$ cat src/rtl/alarm_beep_sequencer_if.sv
// Bundle between the alarm/timekeeping logic and the beep sequencer.
// The master side raises the alarm request and carries the raw silence button;
// the slave side (the sequencer) returns the tone-generator controls and status.
interface alarm_beep_sequencer_if;
    logic       alarm_req;
    logic       silence_btn;
    logic       buzzer_on;
    logic       NoBuzz;
    logic       alarm_active;
    logic [7:0] burst_count;

    modport master (
        output alarm_req,
        output silence_btn,
        input  buzzer_on,
        input  NoBuzz,
        input  alarm_active,
        input  burst_count
    );

    modport slave (
        input  alarm_req,
        input  silence_btn,
        output buzzer_on,
        output NoBuzz,
        output alarm_active,
        output burst_count
    );
endinterface

$ cat src/rtl/alarm_beep_sequencer.sv
// Alarm cadence sequencer: bursts of beeps separated by gaps, a longer pause
// between bursts, a debounced silence button and an auto-timeout after
// MAX_BURSTS bursts (0 = never). Outputs feed the tone generator directly.
// MAX_BURSTS is expected in 0..255 because burst_count is 8 bits wide.
module alarm_beep_sequencer #(
    parameter int CLK_HZ          = 100000000,
    parameter int TICK_HZ         = 100,
    parameter int BEEP_TICKS      = 20,
    parameter int GAP_TICKS       = 10,
    parameter int PAUSE_TICKS     = 60,
    parameter int BEEPS_PER_BURST = 3,
    parameter int MAX_BURSTS      = 30,
    parameter int DEBOUNCE_TICKS  = 3
) (
    input  logic                  clk,
    input  logic                  rst,
    alarm_beep_sequencer_if.slave bus
);

    localparam int DIV     = CLK_HZ / TICK_HZ;
    localparam int PW      = (DIV > 1) ? $clog2(DIV) : 1;
    localparam int TMAX_BG = (BEEP_TICKS > GAP_TICKS) ? BEEP_TICKS : GAP_TICKS;
    localparam int TMAX    = (TMAX_BG > PAUSE_TICKS) ? TMAX_BG : PAUSE_TICKS;
    localparam int TW      = (TMAX > 1) ? $clog2(TMAX) : 1;
    localparam int BW      = (BEEPS_PER_BURST > 1) ? $clog2(BEEPS_PER_BURST) : 1;
    localparam int DW      = (DEBOUNCE_TICKS > 1) ? $clog2(DEBOUNCE_TICKS) : 1;
    localparam logic [7:0] MAX_B = 8'(MAX_BURSTS);

    typedef enum logic [2:0] {
        ST_IDLE     = 3'd0,
        ST_BEEP     = 3'd1,
        ST_GAP      = 3'd2,
        ST_PAUSE    = 3'd3,
        ST_SILENCED = 3'd4
    } state_t;

    state_t          state_r;
    state_t          state_next_s;
    logic [PW-1:0]   presc_r;
    logic            tick_s;
    logic            sync1_r;
    logic            sync2_r;
    logic            deb_level_r;
    logic [DW-1:0]   deb_cnt_r;
    logic            silence_pulse_r;
    logic            alarm_req_q_r;
    logic            req_rise_s;
    logic [TW-1:0]   timer_r;
    logic [TW-1:0]   phase_last_s;
    logic            timer_done_s;
    logic [BW-1:0]   beep_idx_r;
    logic [BW-1:0]   beep_idx_next_s;
    logic [7:0]      burst_count_r;
    logic [7:0]      burst_next_s;
    logic [7:0]      burst_inc_s;
    logic            buzzer_on_r;
    logic            nobuzz_r;
    logic            alarm_active_r;

    assign tick_s      = (presc_r == PW'(DIV - 1));
    assign req_rise_s  = bus.alarm_req & ~alarm_req_q_r;
    assign burst_inc_s = (burst_count_r == 8'd255) ? 8'd255 : (burst_count_r + 8'd1);

    // Free-running timebase; deliberately not re-aligned on state changes.
    always_ff @(posedge clk or posedge rst) begin
        if (rst) begin
            presc_r <= '0;
        end else if (tick_s) begin
            presc_r <= '0;
        end else begin
            presc_r <= presc_r + PW'(1);
        end
    end

    // Button synchroniser, tick-based debounce and press-edge pulse.
    always_ff @(posedge clk or posedge rst) begin
        if (rst) begin
            sync1_r         <= 1'b0;
            sync2_r         <= 1'b0;
            deb_level_r     <= 1'b0;
            deb_cnt_r       <= '0;
            silence_pulse_r <= 1'b0;
        end else begin
            sync1_r         <= bus.silence_btn;
            sync2_r         <= sync1_r;
            silence_pulse_r <= 1'b0;
            if (tick_s) begin
                if (sync2_r != deb_level_r) begin
                    if (deb_cnt_r == DW'(DEBOUNCE_TICKS - 1)) begin
                        deb_level_r     <= sync2_r;
                        deb_cnt_r       <= '0;
                        // Only a press (0->1) silences; release is silent.
                        silence_pulse_r <= sync2_r;
                    end else begin
                        deb_cnt_r <= deb_cnt_r + DW'(1);
                    end
                end else begin
                    deb_cnt_r <= '0;
                end
            end
        end
    end

    // Request edge detector; resets to 1 so a request already high at reset release does not start an alarm.
    always_ff @(posedge clk or posedge rst) begin
        if (rst) begin
            alarm_req_q_r <= 1'b1;
        end else begin
            alarm_req_q_r <= bus.alarm_req;
        end
    end

    // Terminal timer value for the current timed phase.
    always_comb begin
        phase_last_s = '0;
        case (state_r)
            ST_BEEP:  phase_last_s = TW'(BEEP_TICKS - 1);
            ST_GAP:   phase_last_s = TW'(GAP_TICKS - 1);
            ST_PAUSE: phase_last_s = TW'(PAUSE_TICKS - 1);
            default:  phase_last_s = '0;
        endcase
    end

    assign timer_done_s = tick_s && (timer_r == phase_last_s);

    // Next-state logic: request loss beats silence, silence beats the cadence timer.
    always_comb begin
        state_next_s    = state_r;
        beep_idx_next_s = beep_idx_r;
        burst_next_s    = burst_count_r;
        case (state_r)
            ST_IDLE: begin
                if (req_rise_s) begin
                    state_next_s    = ST_BEEP;
                    beep_idx_next_s = '0;
                    burst_next_s    = 8'd0;
                end else begin
                    state_next_s = ST_IDLE;
                end
            end
            ST_BEEP: begin
                if (!bus.alarm_req) begin
                    state_next_s = ST_IDLE;
                end else if (silence_pulse_r) begin
                    state_next_s = ST_SILENCED;
                end else if (timer_done_s) begin
                    if (beep_idx_r == BW'(BEEPS_PER_BURST - 1)) begin
                        state_next_s = ST_PAUSE;
                    end else begin
                        state_next_s    = ST_GAP;
                        beep_idx_next_s = beep_idx_r + BW'(1);
                    end
                end else begin
                    state_next_s = ST_BEEP;
                end
            end
            ST_GAP: begin
                if (!bus.alarm_req) begin
                    state_next_s = ST_IDLE;
                end else if (silence_pulse_r) begin
                    state_next_s = ST_SILENCED;
                end else if (timer_done_s) begin
                    state_next_s = ST_BEEP;
                end else begin
                    state_next_s = ST_GAP;
                end
            end
            ST_PAUSE: begin
                if (!bus.alarm_req) begin
                    state_next_s = ST_IDLE;
                end else if (silence_pulse_r) begin
                    state_next_s = ST_SILENCED;
                end else if (timer_done_s) begin
                    burst_next_s = burst_inc_s;
                    if ((MAX_BURSTS != 0) && (burst_inc_s == MAX_B)) begin
                        state_next_s = ST_SILENCED;
                    end else begin
                        state_next_s    = ST_BEEP;
                        beep_idx_next_s = '0;
                    end
                end else begin
                    state_next_s = ST_PAUSE;
                end
            end
            ST_SILENCED: begin
                if (!bus.alarm_req) begin
                    state_next_s = ST_IDLE;
                end else begin
                    state_next_s = ST_SILENCED;
                end
            end
            default: begin
                state_next_s = ST_IDLE;
            end
        endcase
    end

    // Phase timer: cleared on every state entry, counts ticks only in timed phases.
    always_ff @(posedge clk or posedge rst) begin
        if (rst) begin
            timer_r <= '0;
        end else if (state_next_s != state_r) begin
            timer_r <= '0;
        end else if (tick_s && ((state_r == ST_BEEP) || (state_r == ST_GAP) || (state_r == ST_PAUSE))) begin
            timer_r <= timer_r + TW'(1);
        end
    end

    // State register with outputs decoded from the next state so they switch on the same edge.
    always_ff @(posedge clk or posedge rst) begin
        if (rst) begin
            state_r        <= ST_IDLE;
            beep_idx_r     <= '0;
            burst_count_r  <= 8'd0;
            buzzer_on_r    <= 1'b0;
            nobuzz_r       <= 1'b0;
            alarm_active_r <= 1'b0;
        end else begin
            state_r        <= state_next_s;
            beep_idx_r     <= beep_idx_next_s;
            burst_count_r  <= burst_next_s;
            buzzer_on_r    <= (state_next_s == ST_BEEP);
            nobuzz_r       <= (state_next_s == ST_SILENCED);
            alarm_active_r <= (state_next_s == ST_BEEP) || (state_next_s == ST_GAP) ||
                              (state_next_s == ST_PAUSE);
        end
    end

    assign bus.buzzer_on    = buzzer_on_r;
    assign bus.NoBuzz       = nobuzz_r;
    assign bus.alarm_active = alarm_active_r;
    assign bus.burst_count  = burst_count_r;

endmodule

$ cat src/flat_wrapper.sv
// flat-port wrapper written by rule: the top's interface ports become plain ports
module alarm_beep_sequencer_flat 
#(
    parameter int CLK_HZ          = 100000000,
    parameter int TICK_HZ         = 100,
    parameter int BEEP_TICKS      = 20,
    parameter int GAP_TICKS       = 10,
    parameter int PAUSE_TICKS     = 60,
    parameter int BEEPS_PER_BURST = 3,
    parameter int MAX_BURSTS      = 30,
    parameter int DEBOUNCE_TICKS  = 3
)
  (clk, rst, bus_alarm_req, bus_silence_btn, bus_buzzer_on, bus_NoBuzz, bus_alarm_active, bus_burst_count);
  alarm_beep_sequencer_if bus_i ();
  input  logic clk;
  input  logic rst;
  input wire logic [$bits(bus_i.alarm_req)-1:0] bus_alarm_req;
  input wire logic [$bits(bus_i.silence_btn)-1:0] bus_silence_btn;
  output wire logic [$bits(bus_i.buzzer_on)-1:0] bus_buzzer_on;
  output wire logic [$bits(bus_i.NoBuzz)-1:0] bus_NoBuzz;
  output wire logic [$bits(bus_i.alarm_active)-1:0] bus_alarm_active;
  output wire logic [$bits(bus_i.burst_count)-1:0] bus_burst_count;
  assign bus_i.alarm_req = bus_alarm_req;
  assign bus_i.silence_btn = bus_silence_btn;
  assign bus_buzzer_on = bus_i.buzzer_on;
  assign bus_NoBuzz = bus_i.NoBuzz;
  assign bus_alarm_active = bus_i.alarm_active;
  assign bus_burst_count = bus_i.burst_count;
  alarm_beep_sequencer #(.CLK_HZ(CLK_HZ), .TICK_HZ(TICK_HZ), .BEEP_TICKS(BEEP_TICKS), .GAP_TICKS(GAP_TICKS), .PAUSE_TICKS(PAUSE_TICKS), .BEEPS_PER_BURST(BEEPS_PER_BURST), .MAX_BURSTS(MAX_BURSTS), .DEBOUNCE_TICKS(DEBOUNCE_TICKS)) u_core (.clk(clk), .rst(rst), .bus(bus_i));
endmodule
$ cat config.mk
export PLATFORM = sky130hd
export DESIGN_NAME = alarm_beep_sequencer_flat
export DESIGN_NICKNAME = d
export VERILOG_FILES = /design/src/rtl/alarm_beep_sequencer_if.sv /design/src/rtl/alarm_beep_sequencer.sv /design/src/flat_wrapper.sv
export SDC_FILE = /design/constraint.sdc
export NUM_CORES = 1
export LEC_CHECK = 0
export ABC_AREA = 1
export CORE_ASPECT_RATIO = 0.5
export CORE_UTILIZATION = 40
export DETAILED_ROUTE_END_ITERATION = 8
export SLEW_MARGIN = 20
export SYNTH_ARGS = -nofsm -noshare
export SYNTH_HDL_FRONTEND = slang
export SYNTH_SLANG_ARGS = --single-unit
$ cat constraint.sdc
create_clock -name clk -period 2.81 [get_ports clk]
set_clock_uncertainty 0.05 [all_clocks]
set_input_delay 0.7025 -clock clk [delete_from_list [all_inputs] [get_ports clk]]
set_output_delay 0.7025 -clock clk [all_outputs]
set_load 0.03 [all_outputs]
After elaboration in Yosys (flattened, before gate mapping):

Index checks and enable logic that the tools add are counted.
W data, S select, Z words.

* register bits: 49
* word-level logic and storage cells: 98

* add/sub/neg operators: 5
* eq/ne operators: 25
* muxes and demuxes: 39
* bitwise logic cells: 2
* reductions and logical operators: 13

Operators by type and width (number)
* $mux W8: 5
* $mux W3: 9
* $mux W2: 13
* $add A20 B1 Y20 const B: 1
* $eq A20 B20 Y1 const B: 1
* $mux W20: 1
* $pmux W6 S3: 1
* $pmux W8 S2: 1
* $pmux W3 S5: 1
* $eq A3 B2 Y1 const B: 4
* $mux W6: 2
* $ne A2 B2 Y1 const B: 6
* $reduce_and A10 Y1: 1
* $add A8 B1 Y8 const B: 1
* $eq A8 B5 Y1 const B: 1
* $eq A8 B8 Y1 const B: 1
* $add A6 B1 Y6 const B: 1
* $eq A3 B1 Y1 const B: 2
* $eq A3 B3 Y1 const B: 2
* $eq A6 B6 Y1: 1
* $ne A2 B1 Y1 const B: 3
* $pmux W2 S3: 1
* $mux W1: 5
* $reduce_and A5 Y1: 1
* 12 further kinds: 19

Depth between registers and ports, before layout:

Gate-level depths: netlist (run 1).

* depth after elaboration: 11
* mapped depth: 17

Least setup slack after synthesis (run 1):

No wires, ideal clock.

* path type: register to register
* start point: reg u_core.burst_count_r[1] (netlist: u_core.bus.burst_count[1])
* end point: reg u_core.timer_r[1]
* setup time: 0.120 ns
* arrival time: 1.891 ns
* data required time: 2.640 ns
* slack: 0.750 ns
* stages on the path, launching flop included: 17
* buffers on the path: 0
* period minus slack after synthesis: 2.060 ns
* cell sequence: dfrtp_1 ha_1 nand2_1 nor2_1 nand2_1 o21ai_0 nand2_1 nor2_1 nand3_1 nand2_1 nand2_1 nand2_1 nand3_1 nand2_1 nor2_1 nand2_2 nor2_1

* longest elaborated chain between the ends: 10

RTL lines
* start: declaration: line alarm_beep_sequencer.sv:53 `logic [7:0] burst_count_r;`
* start signal: assignment: line alarm_beep_sequencer.sv:221 `burst_count_r <= burst_next_s;`
* $add A8 B1 Y8 or $eq A8 B8 Y1 (tied branches): line alarm_beep_sequencer.sv:62 `assign burst_inc_s = (burst_count_r == 8'd255) ? 8'd255 : (burst_count_r + 8'd1);`
* $mux W8 (*): line alarm_beep_sequencer.sv:62
* $eq A8 B5 Y1 (*): line alarm_beep_sequencer.sv:175 `if ((MAX_BURSTS != 0) && (burst_inc_s == MAX_B)) begin`
* $mux W3 (*): line alarm_beep_sequencer.sv:175
* $mux W3 (*): line alarm_beep_sequencer.sv:173 `end else if (timer_done_s) begin`
* $mux W3 (*): line alarm_beep_sequencer.sv:171 `end else if (silence_pulse_r) begin`
* $mux W3 (*): line alarm_beep_sequencer.sv:169 `if (!bus.alarm_req) begin`
* $pmux W3 S5 (*): line alarm_beep_sequencer.sv:131 `case (state_r)`
* $ne A3 B3 Y1 (*): line alarm_beep_sequencer.sv:202 `end else if (state_next_s != state_r) begin`
* $mux W6 or $reduce_bool A2 Y1 (tied branches)
* end signal: assignment: line alarm_beep_sequencer.sv:205 `timer_r <= timer_r + TW'(1);`
* end: declaration: line alarm_beep_sequencer.sv:48 `logic [TW-1:0] timer_r;`

Mark *: on every way between the ends. The rest lies on a longest branch, timed or not.
A chain may end at the register's enable or synchronous reset.

Final worst setup path (run 1):

* start point: reg u_core.presc_r[0]
* end point: reg u_core.presc_r[18]

* longest elaborated chain between the ends: 2

RTL lines
* start: declaration: line alarm_beep_sequencer.sv:39 `logic [PW-1:0] presc_r;`
* start signal: assignment: line alarm_beep_sequencer.sv:71 `presc_r <= presc_r + PW'(1);`
* $add A20 B1 Y20 or $eq A20 B20 Y1 (tied branches): line alarm_beep_sequencer.sv:71, alarm_beep_sequencer.sv:60
* $mux W20 (*): line alarm_beep_sequencer.sv:68 `end else if (tick_s) begin`

Marks and branches as above.

==> metrics.md, run 1 <==
| Metric | Value |
|---|---|
| Total gr overflow | 0 |
| Net count after synthesis | approximately 370 |
| Post-CTS Setup Repair Bufs | 0 |
| Fin. max-slew vios | 0 |
| Post-detail-place hpwl | 4.42 mm |
| First-pass GRT wire length | roughly 10 mm |
| Synth-to-layout area growth | 15.0% |
| Run status | finished clean |
| Switch Pwr | 0.000546 W |
| Setup TNS | 0 ns |
| Fraction of layout cells with a size suffix above 1 | about 10% |
| Via count | between 2000 and 2500 |
| Switching share of power | 31.2% |
| CTS tree | done |
| CP Data Required Time | 2.93 ns |
| RSZ-0062 raised after global routing | false |
| Final Cycle Share | 81.8% |
| Setup WS pre-CTS | 0.306 ns |
| Post-CTS Resized | 0 |
| Placed cell count | 471 |
| Max FO, Critical Path | 4 |
| Worst min path class | reg2reg |
| GP Congestion | ~0.87 |
| CP dominant cell by count | nor2_2 |
| Reg2Reg Setup Slack | 0.51 ns |
| Synthesized cell area | about 2800 um^2 |
| Final WL | 5.85 mm |
| Post-synthesis cell count | 363 |
| Antenna Nets Post-Route | 0 |
| Root Buffer | clkbuf_16 |
| Clock Latency Late Sink | 0.28 ns |
| Num rows | 21 |
| Finished Layout Cells | 479 |
| Max Cap Viol | 0 |
| Die extent in y | 61.5 um |
| Worst r2r path cells | 12 |
| Post-synth EDFFs | 0 |
| Hold violation total from the final report | 0 |
| Number of fill cells | 652 |
| Avg Inst Size Synth | around 8 um^2 |
| Antenna Cells | 0 |
| # port buffers | 14 |
| Avg WL per Cell | 12.2 um |
| Clock Power Share | 33.1% |
| Flops & latches, synth | 49 |
| GRT Resource Usage Total | 17.7% |
| # DRC | 0 |
| Slew headroom | 69.0% |
| Initial antenna violation count | 0 |
| Clock transition at path regs | roughly 0.060 ns |
| Hold Path End | u_core.sync2_r |
| CTS sink cnt | about 50 |
| Vias in the first global route | 2163 |
| Int Power | 0.00120 W |
| Worst Max-Slew Pin Slew | 0.464 ns |
| Arrival time worst endpoint | 2.42 ns |
| Die area | 7440 um^2 |
| H-tree lvl count | 2 |
| Clk buf depth | 2 |
| Hold-critical path depth | 0 |
| VDD IR max | around 0.28 mV |
| Distinct cells, synth | 36 |
| Leakage power | 1.52 nW |
| CTS Hold Buffers Added | 0 |
| IO Count | 15 |
| FFs w/ async S/R, synth | 100% |
| Max incr delay on CP | between 0.3 and 0.4 ns |
| Register area share after synthesis | 43.3% |
| CTS Buf Count | 5 |
| Starting Density | 41.9% |
| Reg2Reg Capture Point | u_core.presc_r[18] |
| Ys flop type | dfrtp_1 |
| Reg2reg start | u_core.presc_r[0] |
| Worst setup EP type | flop |
| Die W | between 100 and 150 um |
| Crit-path cells | ha_1 > nand3_2 > nor2_2 > nand2_1 > nor2_1 > nand3_1 > nor2_2 > nand2_2 > nor3_2 > inv_1 > nor3b_1 > nor3_1 |
| Final Setup Violations | 0 |
| Minimum clock period | approximately 2.3 ns |
| Crit Path Class | reg2reg |
| Initial drt markers | 69 |
| DRT Pass-1 Iters | 4 |
| Crit path launch type | flop |
| Min-Delay Startpoint | u_core.sync1_r |
| Logic pwr share | 22.8% |
| Critical-path top delay cell | dfrtp_1 |
| Layout Nets | 394 |
| Post-DR vias/cell | 4.91 |
| Setup ws final | 0.511 ns |
| Largest net degree at the start of global routing | 30 |
| Core area | 6750 um^2 |
| Flop pwr share | 44.1% |
| Yosys warnings | 0 |
| Max frequency | 435 MHz |
| Power per standard cell area | ~540 nW/um^2 |
[registers in the layout (all words and copies together) (netlist names)]
signal,cells
u_core.deb_cnt_r,2
u_core.presc_r,20
u_core.alarm_req_q_r,1
u_core.silence_pulse_r,1
u_core.bus.alarm_active,1
u_core.sync2_r,1
u_core.timer_r,6
u_core.bus.burst_count,8
u_core.sync1_r,1
u_core.bus.NoBuzz,1
u_core.beep_idx_r,2
u_core.deb_level_r,1
u_core.state_r,3
u_core.bus.buzzer_on,1
[cells in the final DEF, fill, tap and decap left out, drive strengths merged, types with 6 or more instances in the layout]
cell and instances:
nand3 43, xor2 12, dfrtp 48, o21ai 15, nand2 73, a21oi 6
nor3 12, inv 61, nor2 55, clkbuf 6, nand4 9, clkdlybuf4s50 14
[per-layer routing]
layer  GRT usage (%)  vias up  wire [um]
li1                -     1224          -
met1            22.4     1092       2960
met2            30.9       36       2710
met3            5.00        2        158
met4            4.23        0         20
met5               0        -          0
[stage by stage]
| step | hold slack (ns) | cell area, um^2 | power, W | utilization (%) |
|---|---|---|---|---|
| 2_1_floorplan | 0.281 | 2830 | 0.00107 | - |
| 3_3_place_gp | 0.282 | 3120 | 0.00118 | 46.2 |
| 3_5_place_dp | 0.295 | 3120 | 0.00119 | 46.2 |
| 4_1_cts | 0.310 | 3260 | 0.00178 | 48.2 |
| 5_1_grt | 0.327 | 3260 | 0.00186 | 48.2 |
| 6_report | 0.307 | 3260 | 0.00175 | 48.2 |
[worst max path at each step]
| stage | depth (start not counted) | to | start |
|---|---|---|---|
| final | 12 | u_core.presc_r[18] | u_core.presc_r[0] |
| after global routing | 12 | u_core.presc_r[18] | u_core.presc_r[0] |
| after CTS | 12 | u_core.presc_r[18] | u_core.presc_r[0] |
| after detailed placement | 10 | u_core.timer_r[5] | bus_alarm_req |
| after global placement | 10 | u_core.timer_r[2] | bus_alarm_req |
| after floorplan | 16 | u_core.timer_r[1] | u_core.bus.burst_count[1] |
[power by group through the flow]
stage                     logic [W]  registers (W)  clock network (W)
final                      0.000400       0.000771           0.000579
after global routing       0.000446       0.000775           0.000643
after CTS                  0.000405       0.000771           0.000608
after detailed placement   0.000404       0.000785                  0
after global placement     0.000398       0.000783                  0
after floorplan            0.000260       0.000808                  0
[cells by family (layout without fill, tap and decap cells)]
| family | Yosys count | after routing | synth area share (%) |
|---|---|---|---|
| fa+ha+maj | 4 | 4 | 1.77 |
| xor+xnor | 15 | 15 | 4.64 |
| mux | 1 | 1 | 0.353 |
| flops | 49 | 49 | 43.3 |
| compound gates | 33 | 33 | 6.76 |
| buf+inv | 63 | 87 | 8.57 |
| simple gates | 198 | 198 | 34.6 |
[final cells by class]
class / count / area [um^2] / share of cell area (%)
Timing Repair Buffer: 17 / 175 / 5.38
Multi-Input combinational cell: 251 / 1360 / 41.8
Tap cell: 92 / 115 / 3.53
Inverter: 62 / 238 / 7.30
Clock buffer: 6 / 129 / 3.96
Clock inverter: 2 / 10.0 / 0.307
Sequential cell: 49 / 1230 / 37.7
[worst max-delay path, delay by kind of cell, from the launching register on]
| kind | cells | cell delay (ns) |
|---|---|---|
| AND/OR/NAND/NOR | 10 | 1.48 |
| flip-flops | 1 | 0.37 |
| adder cells (fa/ha/maj) | 1 | 0.21 |
| buffers and inverters | 1 | 0.07 |
[cells in the mapped netlist, drive strengths merged (6+ instances only)]
cell / n / area share, %
inv: 61 / 8.1
nand3: 43 / 9.5
a21oi: 6 / 1.1
nor3: 12 / 3.0
dfrtp: 48 / 42
nand4: 9 / 2.0
nor2: 55 / 7.7
nand2: 73 / 10
o21ai: 15 / 2.7
xor2: 12 / 3.7
Power figures use the tool's default switching activity.
==> run 2: changes to the inputs <==
==> constraint.sdc (replaced) <==
create_clock -name clk -period 2.2 [get_ports clk]
set_clock_uncertainty 0.05 [all_clocks]
set_input_delay 0.55 -clock clk [delete_from_list [all_inputs] [get_ports clk]]
set_output_delay 0.55 -clock clk [all_outputs]
set_load 0.03 [all_outputs]
==> metrics.md, run 2 (synthesis gave the netlist of run 1 again) <==
| Metric | Value |
|---|---|
| Biggest register | u_core.presc_r |
| Worst path bufs/invs | 1 (unchanged) |
| Final core utilization | 53.3% (+5.1 points) |
| First-pass GRT wire length | 10.7 mm (+5.8%) |
| Worst setup EP type | flop |
| Fin. max-slew vios | 0 (unchanged) |
| Final Setup Violations | 0 (unchanged) |
| Critical-path top delay cell | dfrtp_1 |
| RSZ-0062 raised after global routing | true |
| Arrival time worst endpoint | 2.29 ns (-0.13 ns) |
| # DRC | 0 (unchanged) |
| Run status | finished clean |
| Vias in the first global route | 2374 (+9.8%) |
| Flip-flop count of the largest register after layout | 20 (unchanged) |
| Placed cell count | 485 (+3.0%) |
| Max FO, Critical Path | 6 (+2) |
| Root Buffer | clkbuf_16 |
| Initial drt markers | 96 (+39%) |
| Antenna Cells | 0 (unchanged) |
| Avg WL per Cell | 12.9 um (+5.6%) |
| Clk buf depth | 2 (unchanged) |
| Core area | 6750 um^2 (unchanged) |
| Post-DR vias/cell | 4.92 (+0.17%) |
| Crit path max-delay family | simple AND/OR/NAND/NOR gates |
| Initial antenna violation count | 0 (unchanged) |
| Most common cell after layout, fill and taps aside | nand2_1 |
| GRT Resource Usage Total | 18.8% (+1.1 points) |
| Antenna Nets Post-Route | 0 (unchanged) |
| Die area | 7440 um^2 (unchanged) |
| Max incr delay on CP | 0.41 ns (+0.04 ns) |
| Leakage power | 1.69 nW (+11%) |
| Die W | 121 um (unchanged) |
| Multi-input combinational cell area | 1480 um^2 (+8.5%) |
| Worst min path class | reg2reg |
| Layout Nets | 422 (+7.1%) |
| Num rows | 21 (unchanged) |
| Final Cycle Share | 98.1% (+16 points) |
| Post-detail-place hpwl | 4.81 mm (+8.8%) |
| Finished Layout Cells | 506 (+5.6%) |
| Number of fill cells | 616 (-5.5%) |
| H-tree lvl count | 2 (unchanged) |
| Seq. cell area | 1230 um^2 (+0.20%) |
| Final WL | 6.52 mm (+12%) |
| CTS Hold Buffers Added | 0 (unchanged) |
| Clock transition at path regs | 0.06 ns (about the same) |
| Slew headroom | 71.2% (+2.1 points) |
| CTS tree | done |
| Starting Density | 41.9% (unchanged) |
| VDD IR max | 0.386 mV (+36%) |
| CTS sink cnt | 49 (unchanged) |
| CP Data Required Time | 2.33 ns (-0.60 ns) |
| # port buffers | 14 (unchanged) |
| Crit Path Class | reg2reg |
| Most frequent cells in the layout | 61 x nand2_1, 54 x inv_1, 46 x dfrtp_1 |
| Largest net degree at the start of global routing | 32 (+6.7%) |
| Hold violation total from the final report | 0 (unchanged) |
| Die extent in y | 61.5 um (unchanged) |
| Power per standard cell area | 652 nW/um^2 (+21%) |
| Max Cap Viol | 0 (unchanged) |
| Max frequency | 464 MHz (+6.6%) |
| CTS Buf Count | 5 (unchanged) |
| IO Count | 15 (unchanged) |
| Crit-path cells | ha_4 > nand3_4 > buf_4 > nor3_2 > nand3_1 > nor2_1 > nand3_1 > nand2_1 > nand2_2 > nand2_1 > nand3_1 > nand2_1 > nor2_2 > nand2_2 > nor2_1 |
| GP Congestion | 0.950 (+8.9%) |
| Fraction of layout cells with a size suffix above 1 | 22.2% (+12 points) |
| Clock Latency Late Sink | 0.29 ns (about the same) |
| Synth-to-layout area growth | 27.1% |
| DRT Pass-1 Iters | 4 (unchanged) |
| Crit path launch type | flop |
| Via count | 2491 (+5.8%) |
| Total gr overflow | 0 (unchanged) |
| Worst Max-Slew Pin Slew | 0.432 ns (-0.0318 ns) |
| Minimum clock period | 2.16 ns (-0.142 ns) |
-- run 2: cell type report --
| class | count | area share, % |
|---|---|---|
| Inverter | 62 | 6.67 |
| Tap cell | 92 | 3.20 |
| Sequential cell | 49 | 34.2 |
| Multi-Input combinational cell | 251 | 41.1 |
| Clock buffer | 7 | 3.96 |
| Timing Repair Buffer | 45 | 10.9 |
-- run 2: path summary, 6_finish.rpt --
kind,cells past startpoint,slack (ns),startpoint,endpoint
max in group asynchronous,3,1.06,rst,u_core.presc_r[11]
min in group asynchronous,2,0.53,rst,u_core.sync1_r
setup / recovery,15,0.04,u_core.presc_r[0],u_core.timer_r[0]
hold / removal,0,0.30,u_core.sync1_r,u_core.sync2_r
setup reg to reg,15,0.04,u_core.presc_r[0],u_core.timer_r[0]
hold reg to reg,0,0.30,u_core.sync1_r,u_core.sync2_r
-- run 2: worst register-to-register path, cell delays in order, from the launching register on --
cell,delay (ns)
dfrtp_1,0.41
ha_4,0.17
nand3_4,0.10
buf_4,0.16
nor3_2,0.14
nand3_1,0.17
nor2_1,0.18
nand3_1,0.12
nand2_1,0.08
nand2_2,0.06
nand2_1,0.06
nand3_1,0.07
nand2_1,0.08
nor2_2,0.04
nand2_2,0.11
nor2_1,0.06
-- run 2: report_power, final --
| group | switching [W] | internal, W |
|---|---|---|
| clock network | 0.000314 | 0.000447 |
| registers | 0.0000330 | 0.000953 |
| logic | 0.000377 | 0.000224 |
-- run 2: repair_timing --
item / 4_1_cts / 5_1_grt
gates resized for setup: 1 / 37
pin swaps: 0 / 10
gates cloned: 0 / 0
endpoints found under the setup margin: 1 / 21
setup buffers: 0 / 14
-- run 2: stage by stage --
stage / area (um^2) / TNS (ns) / setup slack [ns] / hold WS, ns / power [W]
final: 3600 / 0 / 0.0428 / 0.296 / 0.00235
after CTS: 3370 / 0 / 0.0124 / 0.299 / 0.00232
after global placement: 3220 / 0 / 0.0764 / 0.285 / 0.00153
after detailed placement: 3220 / -0.0312 / -0.0211 / 0.286 / 0.00155
after floorplan: 2830 / 0 / 0.140 / 0.281 / 0.00136
after global routing: 3600 / -0.567 / -0.0605 / 0.307 / 0.00249
-- run 2: routing by layer --
layer	GRT usage (%)	routed length (um)
met5	0	0
met4	5.29	76
met3	4.72	157
met2	33.2	3230
met1	23.5	3060
==> run 3: changes to the inputs <==
--- a/config.mk
+++ b/config.mk
@@ -9,6 +9,7 @@
 export CORE_ASPECT_RATIO = 0.5
 export CORE_UTILIZATION = 40
 export DETAILED_ROUTE_END_ITERATION = 8
+export HOLD_SLACK_MARGIN = 0.12
 export SLEW_MARGIN = 20
 export SYNTH_ARGS = -nofsm -noshare
 export SYNTH_HDL_FRONTEND = slang
==> results of run 3 <==
Same layout as run 2: the final DEF is identical, and so are final timing and power.
